[src/rtl/control_multiciclo_pkg.sv]
// Shared encodings for the multicycle MIPS-subset sequencer.
package defs_multiciclo;

  typedef enum logic [3:0] {
    INICIO  = 4'd0,
    FETCH   = 4'd1,
    DECODE  = 4'd2,
    MEMADR  = 4'd3,
    MEMRD   = 4'd4,
    MEMWB   = 4'd5,
    MEMWR   = 4'd6,
    EXEC    = 4'd7,
    RWB     = 4'd8,
    BRANCH  = 4'd9,
    JUMP    = 4'd10,
    ADDI_EX = 4'd11,
    ADDI_WB = 4'd12,
    ILEGAL  = 4'd15
  } estado_t;

  localparam logic [5:0] OP_LW   = 6'b100011;
  localparam logic [5:0] OP_SW   = 6'b101011;
  localparam logic [5:0] OP_R    = 6'b000000;
  localparam logic [5:0] OP_BEQ  = 6'b000100;
  localparam logic [5:0] OP_J    = 6'b000010;
  localparam logic [5:0] OP_ADDI = 6'b001000;

  localparam logic [1:0] FPC_ALU    = 2'b00;
  localparam logic [1:0] FPC_ALUOUT = 2'b01;
  localparam logic [1:0] FPC_JUMP   = 2'b10;

  localparam logic [1:0] FALUB_B     = 2'b00;
  localparam logic [1:0] FALUB_4     = 2'b01;
  localparam logic [1:0] FALUB_IMM   = 2'b10;
  localparam logic [1:0] FALUB_IMMSH = 2'b11;

  localparam logic [1:0] ALUOP_ADD   = 2'b00;
  localparam logic [1:0] ALUOP_SUB   = 2'b01;
  localparam logic [1:0] ALUOP_FUNCT = 2'b10;

  typedef struct packed {
    logic       EscrPC;
    logic       EscrPCCond;
    logic       IoD;
    logic       LeerMem;
    logic       EscrMem;
    logic       MemaReg;
    logic       EscrIR;
    logic       FuenteALUA;
    logic       EscrReg;
    logic       RegDest;
    logic [1:0] FuentePC;
    logic [1:0] FuenteALUB;
    logic [1:0] ALUOp;
  } ctrl_t;

  // An instruction retires on the edge that returns the FSM to FETCH.
  function automatic logic retira(estado_t e, logic listo);
    case (e)
      MEMWB, RWB, BRANCH, JUMP, ADDI_WB: retira = 1'b1;
      MEMWR:                             retira = listo;
      default:                           retira = 1'b0;
    endcase
  endfunction

endpackage

[src/rtl/control_multiciclo_decodif.sv]
// Combinational map from the current state (plus MemListo for the FETCH
// strobes) to every datapath select and enable.
module decodif_salidas_mc
  import defs_multiciclo::*;
(
  input  estado_t estado,
  input  logic    MemListo,
  output ctrl_t   ctrl
);

  // Moore outputs per state; EscrIR/EscrPC in FETCH follow MemListo.
  always_comb begin
    ctrl = '0;
    case (estado)
      FETCH: begin
        ctrl.LeerMem    = 1'b1;
        ctrl.FuenteALUB = FALUB_4;
        ctrl.ALUOp      = ALUOP_ADD;
        ctrl.FuentePC   = FPC_ALU;
        ctrl.EscrIR     = MemListo;
        ctrl.EscrPC     = MemListo;
      end
      DECODE: begin
        ctrl.FuenteALUB = FALUB_IMMSH;
        ctrl.ALUOp      = ALUOP_ADD;
      end
      MEMADR, ADDI_EX: begin
        ctrl.FuenteALUA = 1'b1;
        ctrl.FuenteALUB = FALUB_IMM;
        ctrl.ALUOp      = ALUOP_ADD;
      end
      MEMRD: begin
        ctrl.LeerMem = 1'b1;
        ctrl.IoD     = 1'b1;
      end
      MEMWB: begin
        ctrl.EscrReg = 1'b1;
        ctrl.MemaReg = 1'b1;
      end
      MEMWR: begin
        ctrl.EscrMem = 1'b1;
        ctrl.IoD     = 1'b1;
      end
      EXEC: begin
        ctrl.FuenteALUA = 1'b1;
        ctrl.FuenteALUB = FALUB_B;
        ctrl.ALUOp      = ALUOP_FUNCT;
      end
      RWB: begin
        ctrl.EscrReg = 1'b1;
        ctrl.RegDest = 1'b1;
      end
      BRANCH: begin
        ctrl.FuenteALUA = 1'b1;
        ctrl.FuenteALUB = FALUB_B;
        ctrl.ALUOp      = ALUOP_SUB;
        ctrl.EscrPCCond = 1'b1;
        ctrl.FuentePC   = FPC_ALUOUT;
      end
      JUMP: begin
        ctrl.EscrPC   = 1'b1;
        ctrl.FuentePC = FPC_JUMP;
      end
      ADDI_WB: begin
        ctrl.EscrReg = 1'b1;
      end
      default: ctrl = '0;
    endcase
  end

endmodule

[src/rtl/control_multiciclo.sv]
// Multicycle sequencer: state register, next-state decode, retired
// instruction counter and sticky illegal-opcode flag.
module control_multiciclo
  import defs_multiciclo::*;
(
  input  logic        clk,
  input  logic        reset,
  input  logic [5:0]  instru,
  input  logic        MemListo,
  output logic        EscrPC,
  output logic        EscrPCCond,
  output logic        IoD,
  output logic        LeerMem,
  output logic        EscrMem,
  output logic        MemaReg,
  output logic        EscrIR,
  output logic        FuenteALUA,
  output logic        EscrReg,
  output logic        RegDest,
  output logic [1:0]  FuentePC,
  output logic [1:0]  FuenteALUB,
  output logic [1:0]  ALUOp,
  output logic        Excepcion,
  output logic [3:0]  estado,
  output logic [31:0] ContInstr
);

  estado_t     state_q, state_d;
  logic [31:0] cont_q, cont_d;
  logic        exc_q, exc_d;
  ctrl_t       ctrl;

  // Next state; MemListo only matters in the three memory-wait states.
  always_comb begin
    state_d = state_q;
    case (state_q)
      INICIO:  state_d = FETCH;
      FETCH:   state_d = MemListo ? DECODE : FETCH;
      DECODE: begin
        case (instru)
          OP_LW, OP_SW: state_d = MEMADR;
          OP_R:         state_d = EXEC;
          OP_BEQ:       state_d = BRANCH;
          OP_J:         state_d = JUMP;
          OP_ADDI:      state_d = ADDI_EX;
          default:      state_d = ILEGAL;
        endcase
      end
      MEMADR:  state_d = (instru == OP_LW) ? MEMRD : MEMWR;
      MEMRD:   state_d = MemListo ? MEMWB : MEMRD;
      MEMWB:   state_d = FETCH;
      MEMWR:   state_d = MemListo ? FETCH : MEMWR;
      EXEC:    state_d = RWB;
      RWB:     state_d = FETCH;
      BRANCH:  state_d = FETCH;
      JUMP:    state_d = FETCH;
      ADDI_EX: state_d = ADDI_WB;
      ADDI_WB: state_d = FETCH;
      ILEGAL:  state_d = ILEGAL;
      default: state_d = INICIO;
    endcase
  end

  // Counter and exception flag updates.
  always_comb begin
    cont_d = cont_q + (retira(state_q, MemListo) ? 32'd1 : 32'd0);
    exc_d  = exc_q | ((state_q == DECODE) && (state_d == ILEGAL));
  end

  // State, counter and flag registers; reset overrides everything.
  always_ff @(posedge clk) begin
    if (reset) begin
      state_q <= INICIO;
      cont_q  <= '0;
      exc_q   <= 1'b0;
    end else begin
      state_q <= state_d;
      cont_q  <= cont_d;
      exc_q   <= exc_d;
    end
  end

  decodif_salidas_mc u_dec (
    .estado   (state_q),
    .MemListo (MemListo),
    .ctrl     (ctrl)
  );

  assign EscrPC     = ctrl.EscrPC;
  assign EscrPCCond = ctrl.EscrPCCond;
  assign IoD        = ctrl.IoD;
  assign LeerMem    = ctrl.LeerMem;
  assign EscrMem    = ctrl.EscrMem;
  assign MemaReg    = ctrl.MemaReg;
  assign EscrIR     = ctrl.EscrIR;
  assign FuenteALUA = ctrl.FuenteALUA;
  assign EscrReg    = ctrl.EscrReg;
  assign RegDest    = ctrl.RegDest;
  assign FuentePC   = ctrl.FuentePC;
  assign FuenteALUB = ctrl.FuenteALUB;
  assign ALUOp      = ctrl.ALUOp;
  assign Excepcion  = exc_q;
  assign estado     = state_q;
  assign ContInstr  = cont_q;

endmodule
[config.mk]
export PLATFORM = sky130hd
export DESIGN_NAME = control_multiciclo
export DESIGN_NICKNAME = d
export VERILOG_FILES = /design/src/rtl/control_multiciclo_pkg.sv /design/src/rtl/control_multiciclo_decodif.sv /design/src/rtl/control_multiciclo.sv
export SDC_FILE = /design/constraint.sdc
export NUM_CORES = 1
export LEC_CHECK = 0
export ABC_AREA = 1
export BUFFER_PORTS_ARGS = -buffer_cell sky130_fd_sc_hd__buf_2
export CAP_MARGIN = 20
export CORE_ASPECT_RATIO = 0.8
export CORE_MARGIN = 4
export CORE_UTILIZATION = 45
export CTS_CLUSTER_DIAMETER = 200
export DETAILED_ROUTE_END_ITERATION = 6
export PLACE_DENSITY = 0.73
export SYNTH_ARGS = -nofsm -noshare
export SYNTH_HDL_FRONTEND = slang
export SYNTH_SLANG_ARGS = --single-unit
[constraint.sdc]
create_clock -name clk -period 2.7 [get_ports clk]
set_input_delay 0.54 -clock clk [delete_from_list [all_inputs] [get_ports clk]]
set_output_delay 0.54 -clock clk [all_outputs]
set_load 0.1 [all_outputs]
======== Yosys cells after proc, flatten, opt, wreduce, memory -nomap -nowiden ========
Index checks and enable logic that the tools add are counted.
storage, ports and cells
  word-level logic and storage cells ...... 55
  RAM bits ................................ 0
  output and inout bits ................... 53
  bits in latches ......................... 0
  flip-flop bits (word level) ............. 37
  memories ................................ 0
  input port bits ......................... 9
  ROM bits ................................ 0
operators by class
  equal/unequal tests ..................... 19
  div/mod/pow operators ................... 0
  magnitude comparators ................... 0
  reduce and logical (&&, ||, !) cells .... 11
  multiplexer cells ....................... 20
  multiply operators ...................... 0
  shifts and indexed selects .............. 0
  bitwise gates (word level) .............. 1
  add/sub/neg operators ................... 1
operator list
  kind                number
  $pmux 4 s5          2
  $pmux 4 s9          1
  $add 32x1->32       1
  $eq 4x4->1 const B  7
  $eq 4x3->1 const B  4
  $eq 6x6->1 const B  2
  $mux 1              11
  $eq 4x2->1 const B  2
  $reduce_or 2->1     4
  $eq 6x2->1 const B  1
  $eq 6x3->1 const B  1
  $eq 6x4->1 const B  1
  $logic_not 6->1     1
  $reduce_or 6->1     1
  $reduce_or 5->1     1
  $eq 4x1->1 const B  1
  $logic_not 4->1     1
  $mux 2              2
  $pmux 1 s2          2
  $pmux 2 s2          1
  $reduce_or 4->1     1
  $mux 3              1
  $reduce_or 3->1     1
  $logic_and 1x1->1   1
  $or 1x1->1          1

======== Depth between registers and ports, before layout ========
  depth in word-level cells ............... 7
  mapped depth ............................ 17
  gate-level depth less buffers ........... 17

======== By module ========
A second synthesis with hierarchy kept.
unflattened totals
  cell total of the unflattened synthesis .. 369
  area total of the unflattened synthesis .. 2319.7 µm²
by module, submodules not included
  module              instances  area an instance (µm²)  cells each  sequential area each (µm²)
  control_multiciclo  1          2157.1                  330         740.7
  decodif_salidas_mc  1          162.7                   39          0.0

======== Least setup slack after synthesis ========
Ideal clock, no wire load.
  path type ............................... reg-to-output
  start point ............................. reg state_q[1], in the netlist estado[1]
  end point ............................... out EscrPC
  required time ........................... 2.160 ns
  path buffers ............................ 0
  arrival ................................. 3.794 ns
  stages on the path, launching flop included .. 5
  setup slack ............................. -1.634 ns
  cell sequence ........................... dfxtp_1 -> nand2_1 -> nor2_1 -> inv_1 -> o21ai_0
on the way
  longest elaborated chain between the ends .. 2
  elaborated cells between the ends (all ways) .. 3
  classes of those cells .................. eq/ne: 2; mux: 1
RTL lines
  item                                             RTL line                          source
  start, declared                                  control_multiciclo.sv:28          estado_t state_q, state_d;
  start signal, assigned                           control_multiciclo.sv:77          state_q <= state_d;
  $eq 4x4->1 / $eq 4x1->1 (equally long branches)  control_multiciclo_decodif.sv:14  case (estado)
  $pmux 1 s2 *                                     control_multiciclo_decodif.sv:14
  end, declared                                    control_multiciclo.sv:10          output logic EscrPC,
Every way passes the cells marked *; elsewhere a longest branch is shown, timed or not.

======== Worst setup path in the final report ========
  start point ............................. reg state_q[0], in the netlist estado[0]
  end point ............................... reg cont_q[30], in the netlist ContInstr[30]
on the way
  longest elaborated chain between the ends .. 5
  elaborated cells between the ends (all ways) .. 10
  classes of those cells .................. add/sub: 1; eq/ne: 6; mux: 2; reduce/logical: 1
RTL lines
  item                                             RTL line                      source
  $eq 4x4->1 / $eq 4x3->1 (equally long branches)  control_multiciclo_pkg.sv:59  case (e)
  $reduce_or 5->1                                  control_multiciclo_pkg.sv:59
  $pmux 1 s2 *                                     control_multiciclo_pkg.sv:59
  $mux 1 *                                         control_multiciclo.sv:66      cont_d = cont_q + (retira(state_q, MemListo) ? 32'd1 : 32'd0);
  $add 32x1->32 *                                  control_multiciclo.sv:66
  end signal, assigned                             control_multiciclo.sv:78      cont_q <= cont_d;
  end, declared                                    control_multiciclo.sv:29      logic [31:0] cont_q, cont_d;
Marked as above.
A chain may end at the register's enable or synchronous reset.

==> metrics.txt <==
status=finished clean; Starting Density=0.469; DIE WIDTH=85.7 um; core area=4620 um2; synthesized instance count=340; Placer Congestion=0.940; CTS Sinks=37; critical register-to-register path startpoint=estado[0]; total CTS buffers=5; RR Endpoint=ContInstr[30]; Overall Power=2110 uW; clk_lat worst skew=slightly below 0.3 ns; area share of the largest cell type after synthesis=0.341; die height=70.1 um; Reg area=756 um2; Post-Syn Area=2170 um2; PwrDens=760 nW/um2; Finished Layout Cells=466; routed vias/inst=5.18; Distinct cells, synth=35; clk root buf=clkbuf_8; max incr delay on CP=0.39 ns; endpoints failing hold=0; nature of the critical path endpoint=flop; worst hold slack=0.462 ns; register area share after synthesis=0.341; synth cell count leaders=nand2_1 (75), nor2_1 (52), inv_1 (50); design area=2770 um2; flops & latches, synth=37; RSZ-0062 raised after global routing=no; CTS tree=done; Hold Path Class=flop to flop; Worst setup endpoint=ContInstr[30]; count leader, synth=nand2_1; largest net degree at the start of global routing=26; DRT Pass-1 Iters=5; CP required=2.92 ns; Layout area overhead=27.8%; final net count=416; per-cell routed wire length=12.8 um; # IOs=62; Least-Margin Pin Slew=0.495 ns; area of the multi-input gates=1310 um2; Synth area leader=dfxtp_1; CTS Buffer Depth=2; reg-to-reg slack, setup=0.23 ns; fin. max-slew vios=0; htree depth=2; Max-Cap Viols=0; LEAKAGE=~0.0013 uW; critical path's slowest cell=dfxtp_4; Critical Path AT=2.69 ns; Post-DRT Antenna Nets=0; fraction of layout cells with a size suffix above 1=0.271; yosys warns=0; Fillers=~460; dpl cell area=2650 um2; initial antenna violation count=0; Worst-path clk slew=0.07 ns; Post-DP HPWL=4670 um; number of synthesized flops with an enable pin=0; die area=6010 um2; R2R depth=17; VDD IR max=735 uV; vias in the first global route=2086; via count=2412; Ant. Diodes=0; global-route wire length before repair=between 9000 and 10000 um; CP Class=flop to flop; crit path cell chain=inv_4 > nor2_2 > nand2_1 > clkinvlp_4 > nor3_2 > o2111ai_2 > ha_2 > ha_4 > nand2_4 > nor2_4 > inv_2 > nor2_4 > nand3_2 > inv_2 > nand2_1 > or2_0 > a21oi_1; All-Layer GR Usage=0.203; Worst Setup SP=estado[0]; Synth Net Count=351; min cycle time layout=2.47 ns; CP delay by family, top=simple AND/OR/NAND/NOR gates; placed cells=between 400 and 500; asr flop ratio synth=0; stages on the worst setup path=17; Syn Area/Cell=roughly 6.4 um2; CP startpoint kind=flop; PortBufs=61; drc violations=0; final setup fails=0; final WL=5970 um; grt total ovfl=0; Area contributors post-synth=dfxtp_1 (34%), nand2_1 (13%), nor2_1 (9.0%); Max Clock Skew=0.00763 ns; worst-path fanout max=5; hold_buf cts=0; Final period util=0.914; Main synth FF type=dfxtp_1; first-iteration detailed-routing DRC count=197; CP Buf/Inv Count=4; Rel. slew slack=0.672; fmax=0.405 GHz; row count=22
-- layout by cell type, fill, tap and decap left out, types with 2 or more instances in the layout --
| master | n |
|---|---|
| nand3_1 | 19 |
| inv_2 | 5 |
| a21oi_1 | 25 |
| nor2_1 | 47 |
| inv_1 | 44 |
| nor2_4 | 7 |
| buf_2 | 61 |
| nor3_2 | 3 |
| or2_2 | 2 |
| o21a_1 | 3 |
| nand3_2 | 4 |
| nand2_1 | 72 |
| or2_0 | 6 |
| buf_4 | 2 |
| nand2_4 | 4 |
| o21ai_0 | 12 |
| clkbuf_8 | 5 |
| dfxtp_4 | 4 |
| nor3b_2 | 2 |
| inv_4 | 2 |
| nor3_1 | 16 |
| nand4_1 | 6 |
| o21ai_1 | 4 |
| dfxtp_1 | 33 |
-- routing by layer --
| layer | GRT usage | routed length, um | up-vias |
|---|---|---|---|
| met3 | 0.0401 | 467 | 10 |
| met1 | 0.305 | 2970 | 1092 |
| met2 | 0.291 | 2460 | 89 |
| met5 | 0 | 0 | - |
| met4 | 0.0510 | 80 | 0 |
| li1 | - | - | 1221 |
-- where the power goes --
group / switching (uW) / leakage, uW / internal [uW]
Sequential: 50.2 / 0.000301 / 584
Combinational: 847 / 0.000938 / 161
Clock: 194 / 0.0000528 / 273
Total: 1090 / 0.00129 / 1020
-- per-stage QoR --
stage               utilization  setup WS (ns)  setup TNS (ns)
global placement          0.574          0.230               0
global route              0.600        0.00172               0
CTS                       0.597          0.174               0
floorplan                     -        -0.0785          -0.277
finish                    0.600          0.233               0
detailed placement        0.574          0.242               0
-- repair_timing --
action	in CTS	in global routing
resized for setup	0	1
setup buffers	0	1
hold endpoints to repair	0	0
setup endpoints to repair	0	1
-- how the worst min path moves through the flow --
stage / cells past startpoint / slack [ns] / from / end
5_1_grt: 2 / 0.48 / Excepcion / Excepcion
3_3_place_gp: 2 / 0.45 / Excepcion / Excepcion
2_1_floorplan: 2 / 0.74 / MemListo / estado[0]
3_5_place_dp: 2 / 0.46 / Excepcion / Excepcion
6_report: 2 / 0.46 / Excepcion / Excepcion
4_1_cts: 2 / 0.47 / Excepcion / Excepcion
-- cells by family (layout without fill, tap and decap cells) --
logic type / after synthesis / in the layout / share of synthesized area
XOR/XNOR: 1 / 1 / 0.00404
adder cells (fa/ha/maj): 2 / 2 / 0.0115
buffers and inverters: 57 / 123 / 0.101
AO/OA/AOI/OAI: 47 / 47 / 0.116
AND/OR/NAND/NOR: 196 / 196 / 0.426
flip-flops: 37 / 37 / 0.341
-- tightest hold or removal path: stages, from the launching register on --
cell	delay, ns
dfxtp_1	0.32
inv_1	0.05
a21oi_1	0.05
-- area by class of cell --
| cell class | count | share of cell area |
|---|---|---|
| clock buffer | 6 | 0.0262 |
| inverter | 52 | 0.0735 |
| sequential | 37 | 0.272 |
| multi-input combinational | 246 | 0.473 |
| clock inverter | 2 | 0.0122 |
| tap | 60 | 0.0271 |
| timing repair buffer | 63 | 0.115 |
-- flip-flops by register name, summed over array words and instances, names as in the netlist --
register   cells
estado         4
Excepcion      1
ContInstr     32
Power figures use the tool's default switching activity.
